`src/rtl/accel_spi_reader.sv`:
```
// ============================================================================
// accel_spi_reader : configures a 3-axis SPI accelerometer, then polls X/Y.
// Revision: 1.0
// ============================================================================
`default_nettype none

module accel_spi_reader #(
   parameter int          SCLK_HALF   = 1,
   parameter int          POLL_PERIOD = 10000,
   parameter logic [7:0]  FMT_VAL     = 8'h08,
   parameter logic [7:0]  PWR_VAL     = 8'h08
) (
   input  logic        btn_clk,
   input  logic        arst_n,
   output logic        spi_cs_n,
   output logic        spi_sclk,
   output logic        spi_mosi,
   input  logic        spi_miso,
   output logic [15:0] accel_data_x,
   output logic [15:0] accel_data_y,
   output logic        accel_valid,
   output logic        init_done
);

   localparam int             PW          = $clog2(POLL_PERIOD + 1);
   localparam logic [PW-1:0]  c_poll_last = PW'(POLL_PERIOD - 1);
   localparam logic [4:0]     c_half_last = 5'(SCLK_HALF - 1);
   localparam logic [4:0]     c_gap_last  = 5'(2 * SCLK_HALF - 1);

   typedef enum logic [2:0] {
      S_INIT_FMT, S_INIT_PWR, S_WAIT_POLL, S_READ, S_UPDATE
   } state_t;

   typedef enum logic [2:0] {
      P_IDLE, P_SETUP, P_LOW, P_HIGH, P_GAP
   } phase_t;

   state_t         r_state, w_state_nxt;
   phase_t         r_phase, w_phase_nxt;
   logic [4:0]     r_cnt;
   logic [5:0]     r_bit;
   logic [5:0]     r_nbits;
   logic [39:0]    r_tx;
   logic [31:0]    r_rx;
   logic           r_cs_n, r_sclk, r_mosi;
   logic [15:0]    r_x, r_y;
   logic           r_valid, r_init_done;
   logic [PW-1:0]  r_poll;

   logic           w_start, w_half_end, w_gap_end, w_last_bit, w_xfer_end, w_wrap;
   logic [39:0]    w_tx_word;
   logic [5:0]     w_tx_bits;

   assign w_half_end = (r_cnt == c_half_last);
   assign w_gap_end  = (r_cnt == c_gap_last);
   assign w_last_bit = (r_bit == r_nbits - 6'd1);
   assign w_xfer_end = (r_phase == P_HIGH) && w_half_end && w_last_bit;
   assign w_wrap     = r_init_done && (r_poll == c_poll_last);

   always_ff @(posedge btn_clk) begin
      if (!arst_n) begin
         r_state <= S_INIT_FMT;
         r_phase <= P_IDLE;
      end else begin
         r_state <= w_state_nxt;
         r_phase <= w_phase_nxt;
      end
   end

   // Each transaction-issuing state starts the engine only once it is idle,
   // which also enforces the CS_n high gap between back-to-back transfers.
   always_comb begin
      w_state_nxt = r_state;
      w_start     = 1'b0;
      w_tx_word   = '0;
      w_tx_bits   = 6'd40;
      case (r_state)
         S_INIT_FMT: begin
            w_tx_word = {8'h31, FMT_VAL, 24'h0};
            w_tx_bits = 6'd16;
            w_start   = (r_phase == P_IDLE);
            if (w_xfer_end) w_state_nxt = S_INIT_PWR;
         end
         S_INIT_PWR: begin
            w_tx_word = {8'h2D, PWR_VAL, 24'h0};
            w_tx_bits = 6'd16;
            w_start   = (r_phase == P_IDLE);
            if (w_xfer_end) w_state_nxt = S_WAIT_POLL;
         end
         S_WAIT_POLL: begin
            if (w_wrap) w_state_nxt = S_READ;
         end
         S_READ: begin
            w_tx_word = {8'hF2, 32'h0};
            w_start   = (r_phase == P_IDLE);
            if (w_xfer_end) w_state_nxt = S_UPDATE;
         end
         S_UPDATE: w_state_nxt = S_WAIT_POLL;
         default:  w_state_nxt = S_INIT_FMT;
      endcase
   end

   always_comb begin
      w_phase_nxt = r_phase;
      case (r_phase)
         P_IDLE:  if (w_start)   w_phase_nxt = P_SETUP;
         P_SETUP: if (w_half_end) w_phase_nxt = P_LOW;
         P_LOW:   if (w_half_end) w_phase_nxt = P_HIGH;
         P_HIGH:  if (w_half_end) w_phase_nxt = w_last_bit ? P_GAP : P_LOW;
         P_GAP:   if (w_gap_end)  w_phase_nxt = P_IDLE;
         default: w_phase_nxt = P_IDLE;
      endcase
   end

   always_ff @(posedge btn_clk) begin
      if (!arst_n) begin
         r_cnt   <= '0;
         r_bit   <= '0;
         r_nbits <= '0;
         r_tx    <= '0;
         r_rx    <= '0;
         r_cs_n  <= 1'b1;
         r_sclk  <= 1'b1;
         r_mosi  <= 1'b0;
      end else begin
         case (r_phase)
            P_IDLE: begin
               r_cnt <= '0;
               if (w_start) begin
                  r_cs_n  <= 1'b0;
                  r_bit   <= '0;
                  r_nbits <= w_tx_bits;
                  r_tx    <= w_tx_word;
               end
            end
            P_SETUP: begin
               if (w_half_end) begin
                  r_cnt  <= '0;
                  r_sclk <= 1'b0;
                  r_mosi <= r_tx[39];
                  r_tx   <= {r_tx[38:0], 1'b0};
               end else begin
                  r_cnt <= r_cnt + 5'd1;
               end
            end
            P_LOW: begin
               if (w_half_end) begin
                  r_cnt  <= '0;
                  r_sclk <= 1'b1;
                  r_rx   <= {r_rx[30:0], spi_miso};
               end else begin
                  r_cnt <= r_cnt + 5'd1;
               end
            end
            P_HIGH: begin
               if (w_half_end) begin
                  r_cnt <= '0;
                  if (w_last_bit) begin
                     r_cs_n <= 1'b1;
                     r_mosi <= 1'b0;
                  end else begin
                     r_sclk <= 1'b0;
                     r_mosi <= r_tx[39];
                     r_tx   <= {r_tx[38:0], 1'b0};
                     r_bit  <= r_bit + 6'd1;
                  end
               end else begin
                  r_cnt <= r_cnt + 5'd1;
               end
            end
            P_GAP:   r_cnt <= w_gap_end ? 5'd0 : r_cnt + 5'd1;
            default: r_cnt <= '0;
         endcase
      end
   end

   // After a read the last 32 captured bits are X0,X1,Y0,Y1 from MSB down.
   always_ff @(posedge btn_clk) begin
      if (!arst_n) begin
         r_x         <= '0;
         r_y         <= '0;
         r_valid     <= 1'b0;
         r_init_done <= 1'b0;
         r_poll      <= '0;
      end else begin
         r_valid <= (r_state == S_UPDATE);
         if (r_state == S_UPDATE) begin
            r_x <= {r_rx[23:16], r_rx[31:24]};
            r_y <= {r_rx[7:0],   r_rx[15:8]};
         end
         if ((r_state == S_INIT_PWR) && w_xfer_end) r_init_done <= 1'b1;
         if (!r_init_done || (r_poll == c_poll_last)) r_poll <= '0;
         else                                          r_poll <= r_poll + 1'b1;
      end
   end

   assign spi_cs_n     = r_cs_n;
   assign spi_sclk     = r_sclk;
   assign spi_mosi     = r_mosi;
   assign accel_data_x = r_x;
   assign accel_data_y = r_y;
   assign accel_valid  = r_valid;
   assign init_done    = r_init_done;

endmodule

`default_nettype wire

```
`config.mk`:
```
export PLATFORM = sky130hd
export DESIGN_NAME = accel_spi_reader
export DESIGN_NICKNAME = d
export VERILOG_FILES = /design/src/rtl/accel_spi_reader.sv
export SDC_FILE = /design/constraint.sdc
export NUM_CORES = 1
export LEC_CHECK = 0
export BUFFER_PORTS_ARGS = -buffer_cell sky130_fd_sc_hd__buf_2
export CAP_MARGIN = 20
export CORE_MARGIN = 10
export CORE_UTILIZATION = 45
export CTS_CLUSTER_DIAMETER = 60
export CTS_CLUSTER_SIZE = 40
export DETAILED_ROUTE_END_ITERATION = 12
export SLEW_MARGIN = 20
export SYNTH_ARGS = -nofsm -noshare
export SYNTH_HDL_FRONTEND = slang
export SYNTH_SLANG_ARGS = --single-unit
```
`constraint.sdc`:
```
create_clock -name btn_clk -period 2.22 [get_ports btn_clk]
set_input_delay 0.444 -clock btn_clk [delete_from_list [all_inputs] [get_ports btn_clk]]
set_output_delay 0.444 -clock btn_clk [all_outputs]
set_load 0.005 [all_outputs]
```
==> results of run 1 <==
report_power, final:
group          switching, mW  total [mW]  internal (mW)
Combinational          0.240       0.371          0.131
Clock                  0.952        3.07           2.11
Sequential            0.0402        2.16           2.12
Total                   1.23        5.59           4.36
worst max-delay path by stage:
stage	startpoint	endpoint	slack, ns	depth (start not counted)
floorplan	r_cnt[0]	r_rx[13]	0.28	9
global placement	r_nbits[3]	spi_sclk	0.11	8
detailed placement	r_nbits[3]	spi_sclk	0.02	8
CTS	r_nbits[3]	spi_sclk	0.0008	8
global route	r_nbits[3]	init_done	-0.05	8
finish	r_nbits[3]	init_done	0.09	8
layout make-up:
type                       count  area (um^2)  area share [%]
sequential                   115         2300            41.2
clock buffer                  20          445            7.98
timing repair buffer          54          333            5.96
multi-input combinational    387         2070            37.0
inverter                      11         41.3           0.740
tap                          133          166            2.98
clock inverter                12          226            4.06
sequential cells by signal, indices dropped and copies added (netlist names), 2 cells and up:
register,cells
accel_data_x,16
accel_data_y,16
r_bit,6
r_cnt,5
r_nbits,2
r_phase,3
r_poll,14
r_rx,32
r_state,3
r_tx,13
cell usage in the layout, fill, tap and decap left out, types with 10 or more instances in the layout:
cell	synthesis	layout
a211oi_1	10	10
a21oi_1	83	83
buf_2	9	39
buf_4	1	13
clkbuf_16	0	16
dfxtp_1	115	115
inv_1	10	10
nand2_1	147	147
nand3_1	12	12
nor2_1	42	42
xnor2_1	12	12
xor2_1	11	10
kinds of logic after synthesis:
logic type | Yosys count | synth area share (%)
multiplexers | 1 | 0.221
adder cells (fa/ha/maj) | 6 | 1.66
AND/OR/NAND/NOR | 241 | 23.7
AO/OA/AOI/OAI | 115 | 14.5
XOR/XNOR | 23 | 4.45
flip-flops | 115 | 50.9
buffers and inverters | 44 | 4.48
worst max-delay path: stages (launching register included):
cell,delay (ns)
dfxtp_1,0.35
inv_1,0.07
ha_1,0.33
xor2_2,0.17
nor4_4,0.39
buf_4,0.21
nand2_1,0.15
nor4b_2,0.28
o21a_1,0.13
layer usage:
| layer | part of all wire, % | up-vias | GRT usage, % |
|---|---|---|---|
| met5 | 0 | - | 0 |
| met4 | 1.4 | 0 | 5.43 |
| met3 | 5.5 | 11 | 6.00 |
| met2 | 49 | 78 | 23.9 |
| met1 | 45 | 1721 | 16.2 |
| li1 | - | 1904 | - |
timing repair:
action                                  4_1_cts  5_1_grt
setup buffers                                 0        1
cloned                                        1        0
gates resized for setup                       0        7
hold endpoints to repair                      0        0
endpoints found under the setup margin        4       47
pin swaps                                     1        1
==> flow_summary.toml, run 1 <==
[min_path]
hold_path_startpoint = "spi_miso"
holdPathEnd = "r_rx[0]"
worstHoldPathCells = 3
hold_path_class = "in -> reg"

[setup_path]
r2r-end = "init_done"
worstSetupPathType = "reg -> reg"
reg2reg_depth = 8
endpoint_kind = "flip-flop"
start_kind = "flip-flop"
r2r_setup_slack_ns = 0.09
r2r-start = "r_nbits[3]"
cp.arrival_ns = 2.59
cp_data_required_time_ns = 2.68
crit_fanout = 5

[placed_design]
dp_slack_ns = 0.0205
globalplace.congestion = 0.794
dp_cells = 698
dp_hpwl_mm = 6.01
io_buffer_count = 39
post_dp_cell_area_um2 = 4860

[sta]
max_slew_margin_pct = 58.4
holdWs_ns = 0.182
hold_violations = 0
finalMaxSlewViolations = 0
fin_crit_ns = 2.13
final-setup-viol-count = 0
fmax_ghz = 0.470
setup_tns_ns = 0
rsz0062_at_grt = "true"
finalCritPeriodShare_pct = 95.8
finalClockSkew_ns = 0.00641
fin_ws_ns = 0.0934
worstMarginPinSlew_ns = 0.616

[synthesis]
ys_seq_area_share_pct = 50.9
syn_area_um2 = 4520
async_reset_ff_share_pct = 0
synth_warnings = 0
ys.flop_type = "dfxtp_1"
synth_cell_type_count = 52
ys_ff_latch = 115
ys_top_cells_by_count = "147 x nand2_1, 115 x dfxtp_1, 83 x a21oi_1, 42 x nor2_1, 19 x clkbuf_1"
syn-num-nets = 554
syn_area_per_cell_um2 = 8.30
synth_edf_count = 0
synthCells = 545
synth_area_leaders = "dfxtp_1 51%, nand2_1 12%, a21oi_1 9.2%"
synth_most_common_cell = "nand2_1"
yosysTopAreaCellShare_pct = 50.9
yosys.area.top_type = "dfxtp_1"

[die]
die_w_um = 120
rows = 36
pin_count = 40
fp.coreArea_um2 = 9770
die_area_um2 = 14500
start_util_pct = 46.3
dieHeight_um = 120

[clock_network]
postCtsHoldBufs = 0
cts_tree = "built"
cts_buffers = 17
clockRootBuffer = "clkbuf_8"
cts_htree_levels = 4
cts_sinks = 115
clkSlewWorstSetupHoldPaths_ns = 0.06
clk_latency_ns = 0.52
clock_path_buffers = 2

[cells_and_area]
stdcell_count = 732
antenna_cells = 0
finalNetCount = 595
area_growth_pct = 23.5
utilization_pct = 57.1
fin_area_um2 = 5580
drive_gt1_share_pct = 16.7
fillerInstances = 905

[pwr]
p_leak_nw = 2.04
ir_drop_uv = 525
powerDensity_nw_per_um2 = 1000
power_mw = 5.59

[route]
wl_mm = 9.77
vias = 3714
via_per_inst = 5.07
drc = 0
drt-wirelength-per-cell_um = 13.3
drt_pre_antenna_iters = 4
drtIter0Drc = 248
ant_nets = 0

[run]
max_cap_viol_count = 0

[grt]
grt_usage_pct = 14.4
grt_pass1_vias = 3714
grt_pass1_wl_mm = 17.2
grt_max_degree = 50
overflow = 0
antenna_found_initial = 0

[run_status]
outcome = "finished clean"
Power figures use the tool's default switching activity.
==> run 2: changes to the inputs <==
--- a/config.mk
+++ b/config.mk
@@ -12,7 +12,7 @@
 export CTS_CLUSTER_DIAMETER = 60
 export CTS_CLUSTER_SIZE = 40
 export DETAILED_ROUTE_END_ITERATION = 12
-export SLEW_MARGIN = 20
+export REMOVE_ABC_BUFFERS = 1
 export SYNTH_ARGS = -nofsm -noshare
 export SYNTH_HDL_FRONTEND = slang
 export SYNTH_SLANG_ARGS = --single-unit
==> run 2 against run 1 <==
  * Clock power is 19% lower
  * Total power is 10% lower
  * Flip-flop and latch count stayed put
  * Critical path depth stayed put
  * Non-clock buffer count is 3 higher
  * Core utilization is 0.91 points lower
==> flow_summary.toml, run 2 (same netlist as run 1, synthesis figures left out) <==
[cells_and_area]
final_common_cell = "nand2_1"
area_growth_pct = 21.5
drive_gt1_share_pct = 17.1
largest-register = "r_rx"
largest_reg_flops = 32
layout_common_cells = "147 x nand2_1, 115 x dfxtp_1, 83 x a21oi_1"
antenna_cells = 0
finalNetCount = 598
fin_area_um2 = 5490
stdcell_count = 735

[die]
die_w_um = 120
dieHeight_um = 120
fp.coreArea_um2 = 9770
die_area_um2 = 14500
rows = 36
start_util_pct = 46.3
pin_count = 40

[min_path]
hold_path_startpoint = "spi_miso"
holdPathEnd = "r_rx[0]"
worstHoldPathCells = 3
hold_path_class = "in -> reg"

[clock_network]
cts_sinks = 115
clk_latency_ns = 0.51
clock_path_buffers = 2
cts_tree = "built"
cts_buffers = 17
cts_htree_levels = 4
clockRootBuffer = "clkbuf_8"
clkSlewWorstSetupHoldPaths_ns = 0.06

[pwr]
powerDensity_nw_per_um2 = 913
ir_drop_uv = 442
p_leak_nw = 1.99

[setup_path]
worstPathCellList = "inv_1 > ha_1 > xor2_1 > nor4_4 > buf_4 > and3_1 > a2111oi_2 > o211ai_1"
r2r-start = "r_nbits[3]"
slowest_delay_ns = 0.38
cp_num_buf_inv = 2
start_kind = "flip-flop"
crit_path_top_delay_cell = "a2111oi_2"
crit_cells = 8
r2r-end = "spi_sclk"
crit_fanout = 4
endpoint_kind = "flip-flop"
cp.arrival_ns = 2.45
cp_data_required_time_ns = 2.60
critPathTopFamily = "compound AO/OA/AOI/OAI gates"
r2r_setup_slack_ns = 0.15
reg2reg_depth = 8
worstSetupPathType = "reg -> reg"

[placed_design]
dp_cells = 700
io_buffer_count = 39
post_dp_cell_area_um2 = 4890
dp_hpwl_mm = 6.15
globalplace.congestion = 0.809

[sta]
finalMaxSlewViolations = 0
setup_tns_ns = 0
hold_violations = 0
finalClockSkew_ns = 0.00661
fin_crit_ns = 2.07
rsz0062_at_grt = "false"
finalCritPeriodShare_pct = 93.4
fmax_ghz = 0.482
max_slew_margin_pct = 57.1
worstMarginPinSlew_ns = 0.642
final-setup-viol-count = 0

[grt]
grt_usage_pct = 13.7
grt_pass1_vias = 3494
antenna_found_initial = 0
grt_pass1_wl_mm = 16.4
grt_max_degree = 35
overflow = 0

[route]
drc = 0
drt-wirelength-per-cell_um = 13.0
via_per_inst = 5.06
drtIter0Drc = 163
wl_mm = 9.59
ant_nets = 0
drt_pre_antenna_iters = 4
vias = 3722

[run]
max_cap_viol_count = 0

[run_status]
outcome = "finished clean"
==> run 2: cell type report <==
cell class	count	area [um^2]
clock inverters	15	134
repair buffers	57	375
clock buffers	17	414
fillers	959	4280
multi-input cells	387	2060
inverters	11	41.3
well taps	133	166
flip-flops and latches	115	2300
==> run 2: power breakdown <==
part	switching [mW]	internal (mW)	total, mW
combinational	0.244	0.141	0.385
sequential	0.0352	2.12	2.15
clock	0.994	1.48	2.48
total	1.27	3.74	5.02
==> run 2: per-layer routing <==
layer  vias to the layer above  share of wire, %  track usage, %  wire [um]
met1                      1730                47            16.3       4500
met2                        53                47            21.8       4520
met3                        13               4.3            4.51        408
li1                       1926                 -               -          -
met4                         0               1.7            6.41        160
met5                         -                 0               0          0
==> run 2: worst register-to-register path: stages (launching register included) <==
cell	delay, ns
dfxtp_1	0.36
inv_1	0.07
ha_1	0.30
xor2_1	0.28
nor4_4	0.09
buf_4	0.17
and3_1	0.18
a2111oi_2	0.38
o211ai_1	0.11
==> run 2: what timing repair did <==
action | in CTS | in global routing
pin swaps | 1 | 2
setup buffers | 0 | 2
setup endpoints to repair | 3 | 13
cloned | 1 | 0
resized for setup | 2 | 4
hold buffers | 0 | 0
==> run 2: through the flow <==
step                setup WS (ns)  utilization, %  hold slack, ns  total power, mW
detailed placement        0.00401            50.1           0.444             2.55
global route               0.0419            56.2           0.161             5.23
floorplan                  -0.156               -           0.432             2.42
finish                      0.147            56.2           0.169             5.02
global placement            0.128            49.9           0.440             2.54
CTS                       0.00748            55.9           0.143             5.05
==> run 2: how the worst max path moves through the flow <==
stage / startpoint / to / slack, ns
6_report: r_nbits[3] / spi_sclk / 0.15
5_1_grt: r_nbits[3] / spi_sclk / 0.04
4_1_cts: r_nbits[3] / r_tx[29] / 0.007
3_5_place_dp: r_nbits[3] / r_tx[30] / 0.004
3_3_place_gp: r_nbits[3] / r_tx[27] / 0.13
2_1_floorplan: r_cnt[0] / r_rx[0] / -0.16
==> run 3: changes to the inputs <==
==> config.mk (replaced) <==
export PLATFORM = sky130hd
export DESIGN_NAME = accel_spi_reader
export DESIGN_NICKNAME = d
export VERILOG_FILES = /design/src/rtl/accel_spi_reader.sv
export SDC_FILE = /design/constraint.sdc
export NUM_CORES = 1
export LEC_CHECK = 0
export CORE_MARGIN = 10
export CORE_UTILIZATION = 45
export CTS_CLUSTER_DIAMETER = 60
export CTS_CLUSTER_SIZE = 40
export DETAILED_ROUTE_END_ITERATION = 12
export DONT_BUFFER_PORTS = 1
export REMOVE_ABC_BUFFERS = 1
export SYNTH_ARGS = -nofsm -noshare
export SYNTH_HDL_FRONTEND = slang
export SYNTH_SLANG_ARGS = --single-unit
export TNS_END_PERCENT = 5
==> run 3 against run 2 <==
  * Global-route usage shrank 0.50 points
  * Combinational power shrank 15%
  * Hold slack lost 0.15 ns
  * Routed wire length shrank 6.2%
  * Cell count shrank 6.0%
  * Via count shrank 5.9%
  * Core utilization shrank 2.4 points
  * Sequential share of layout area grew 1.9 points
  * Clock power grew 8%
  * Clock skew grew 0.0016 ns
  * Design area shrank 4.3%
  * Critical path depth shrank 1
  * Largest cell class unchanged
==> flow_summary.toml, run 3 (same netlist as run 1, synthesis figures left out) <==
[placed_design]
io_buffer_count = 0
globalplace.congestion = 0.786
dp_hpwl_mm = 5.81
dp_slack_ns = 0.0940

[route]
ant_nets = 0
vias = 3504
via_per_inst = 5.07
drt-wirelength-per-cell_um = 13.0
drc = 0
drt_pre_antenna_iters = 4
drtIter0Drc = 236
wl_mm = 9.00

[pwr]
p_leak_nw = 1.77
ir_drop_uv = 503
netSwitchingPower_mw = 1.28
internal_power_mw = 3.87
power_mw = 5.15
powerDensity_nw_per_um2 = 980
p_clk_share_pct = 51.8
pwr-share-seq_pct = 41.9
p_sw_share_pct = 24.9
pwr-share-comb_pct = 6.3

[sta]
fin_crit_ns = 1.99
max_slew_margin_pct = 24.9
final-setup-viol-count = 0
fin_ws_ns = 0.226
worstMarginPinSlew_ns = 1.13
finalClockSkew_ns = 0.00826
hold_violations = 0
rsz0062_at_grt = "false"
finalMaxSlewViolations = 0
fmax_ghz = 0.501
finalCritPeriodShare_pct = 89.8

[min_path]
worstHoldPathCells = 1
hold_path_class = "in -> reg"
hold_path_startpoint = "arst_n"
holdPathEnd = "spi_sclk"

[die]
start_util_pct = 46.3
die_area_um2 = 14500
dieHeight_um = 120
pin_count = 40
die_w_um = 120
fp.coreArea_um2 = 9770
rows = 36

[setup_path]
r2r_setup_slack_ns = 0.23
cp_data_required_time_ns = 2.61
start_kind = "flip-flop"
crit_fanout = 33
endpoint_kind = "flip-flop"
r2r-start = "r_cnt[0]"
cp.arrival_ns = 2.38
r2r-end = "r_rx[12]"
reg2reg_depth = 7
worstSetupPathType = "reg -> reg"

[clock_network]
clkSlewWorstSetupHoldPaths_ns = 0.06
cts_htree_levels = 4
cts_sinks = 115
clockRootBuffer = "clkbuf_8"
clock_path_buffers = 2
clk_latency_ns = 0.52
post_cts_buffers = 0
cts_tree = "built"
cts_buffers = 17

[cells_and_area]
drive_gt1_share_pct = 10.0
area_growth_pct = 16.3
final_common_cell = "nand2_1"
layout_common_cells = "147 x nand2_1, 115 x dfxtp_1, 83 x a21oi_1"
finalNetCount = 554
fillerInstances = 931
largest-register = "r_rx"
largest_reg_flops = 32
utilization_pct = 53.8
antenna_cells = 0

[grt]
grt_usage_pct = 13.2
gr-usage-met3_pct = 4.89
busiest_layer = "met2"
antenna_found_initial = 0
grtUsageMet2_pct = 21.0
grt_pass1_wl_mm = 15.9
grt_pass1_vias = 3344
grt_util_met1_pct = 15.7
grt_max_degree = 74
overflow = 0

[run]
max_cap_viol_count = 0

[run_status]
outcome = "finished clean"
## run 3: worst max path at each step
stage	from	end	slack [ns]	depth (start not counted)
floorplan	r_cnt[0]	r_rx[0]	-0.16	6
global placement	r_nbits[3]	spi_sclk	0.12	7
detailed placement	r_cnt[0]	spi_sclk	0.09	5
CTS	r_cnt[0]	spi_sclk	0.08	5
global route	r_nbits[3]	r_tx[32]	0.04	9
finish	r_cnt[0]	r_rx[12]	0.23	7
## run 3: layout make-up
class / instances / area [um^2] / area share (%)
timing repair buffer: 14 / 133 / 2.52
tap: 133 / 166 / 3.17
clock buffer: 17 / 414 / 7.88
multi-input combinational: 386 / 2030 / 38.6
clock inverter: 15 / 173 / 3.28
inverter: 11 / 41.3 / 0.785
sequential: 115 / 2300 / 43.8
## run 3: worst max-delay path, stage by stage (launching register included)
cell and delay [ns]:
dfxtp_1 0.35, inv_1 0.07, ha_1 0.14, or4b_4 0.52, or3_1 0.36, buf_4 0.24
nand2_1 0.11, a21oi_1 0.06
## run 3: stage by stage
stage / hold slack, ns / cells / cell area, um^2 / TNS (ns)
6_report: 0.0238 / 691 / 5260 / 0
5_1_grt: 0.00798 / 691 / 5260 / 0
4_1_cts: 0.00356 / 691 / 5250 / 0
3_5_place_dp: 0.460 / 658 / 4660 / 0
3_3_place_gp: 0.450 / 658 / 4660 / 0
2_1_floorplan: 0.432 / 512 / 4360 / -5.89
## run 3: power groups by stage
stage          registers (mW)  clock network (mW)  logic, mW
2_1_floorplan            2.19                   0      0.226
3_3_place_gp             2.20                   0      0.322
3_5_place_dp             2.20                   0      0.324
4_1_cts                  2.16                2.72      0.328
5_1_grt                  2.16                2.83      0.374
6_report                 2.16                2.67      0.327
## run 3: timing repair
action / CTS / global route
hold buffers: 1 / 0
endpoints found under the setup margin: 0 / 36
endpoints found under the hold margin: 1 / 0
gates resized for setup: 0 / 2
## run 3: layer usage
layer / share of wire, % / vias up
met5: 0 / -
met4: 1.5 / 0
met3: 5.5 / 14
met2: 47 / 57
met1: 46 / 1604
li1: - / 1829
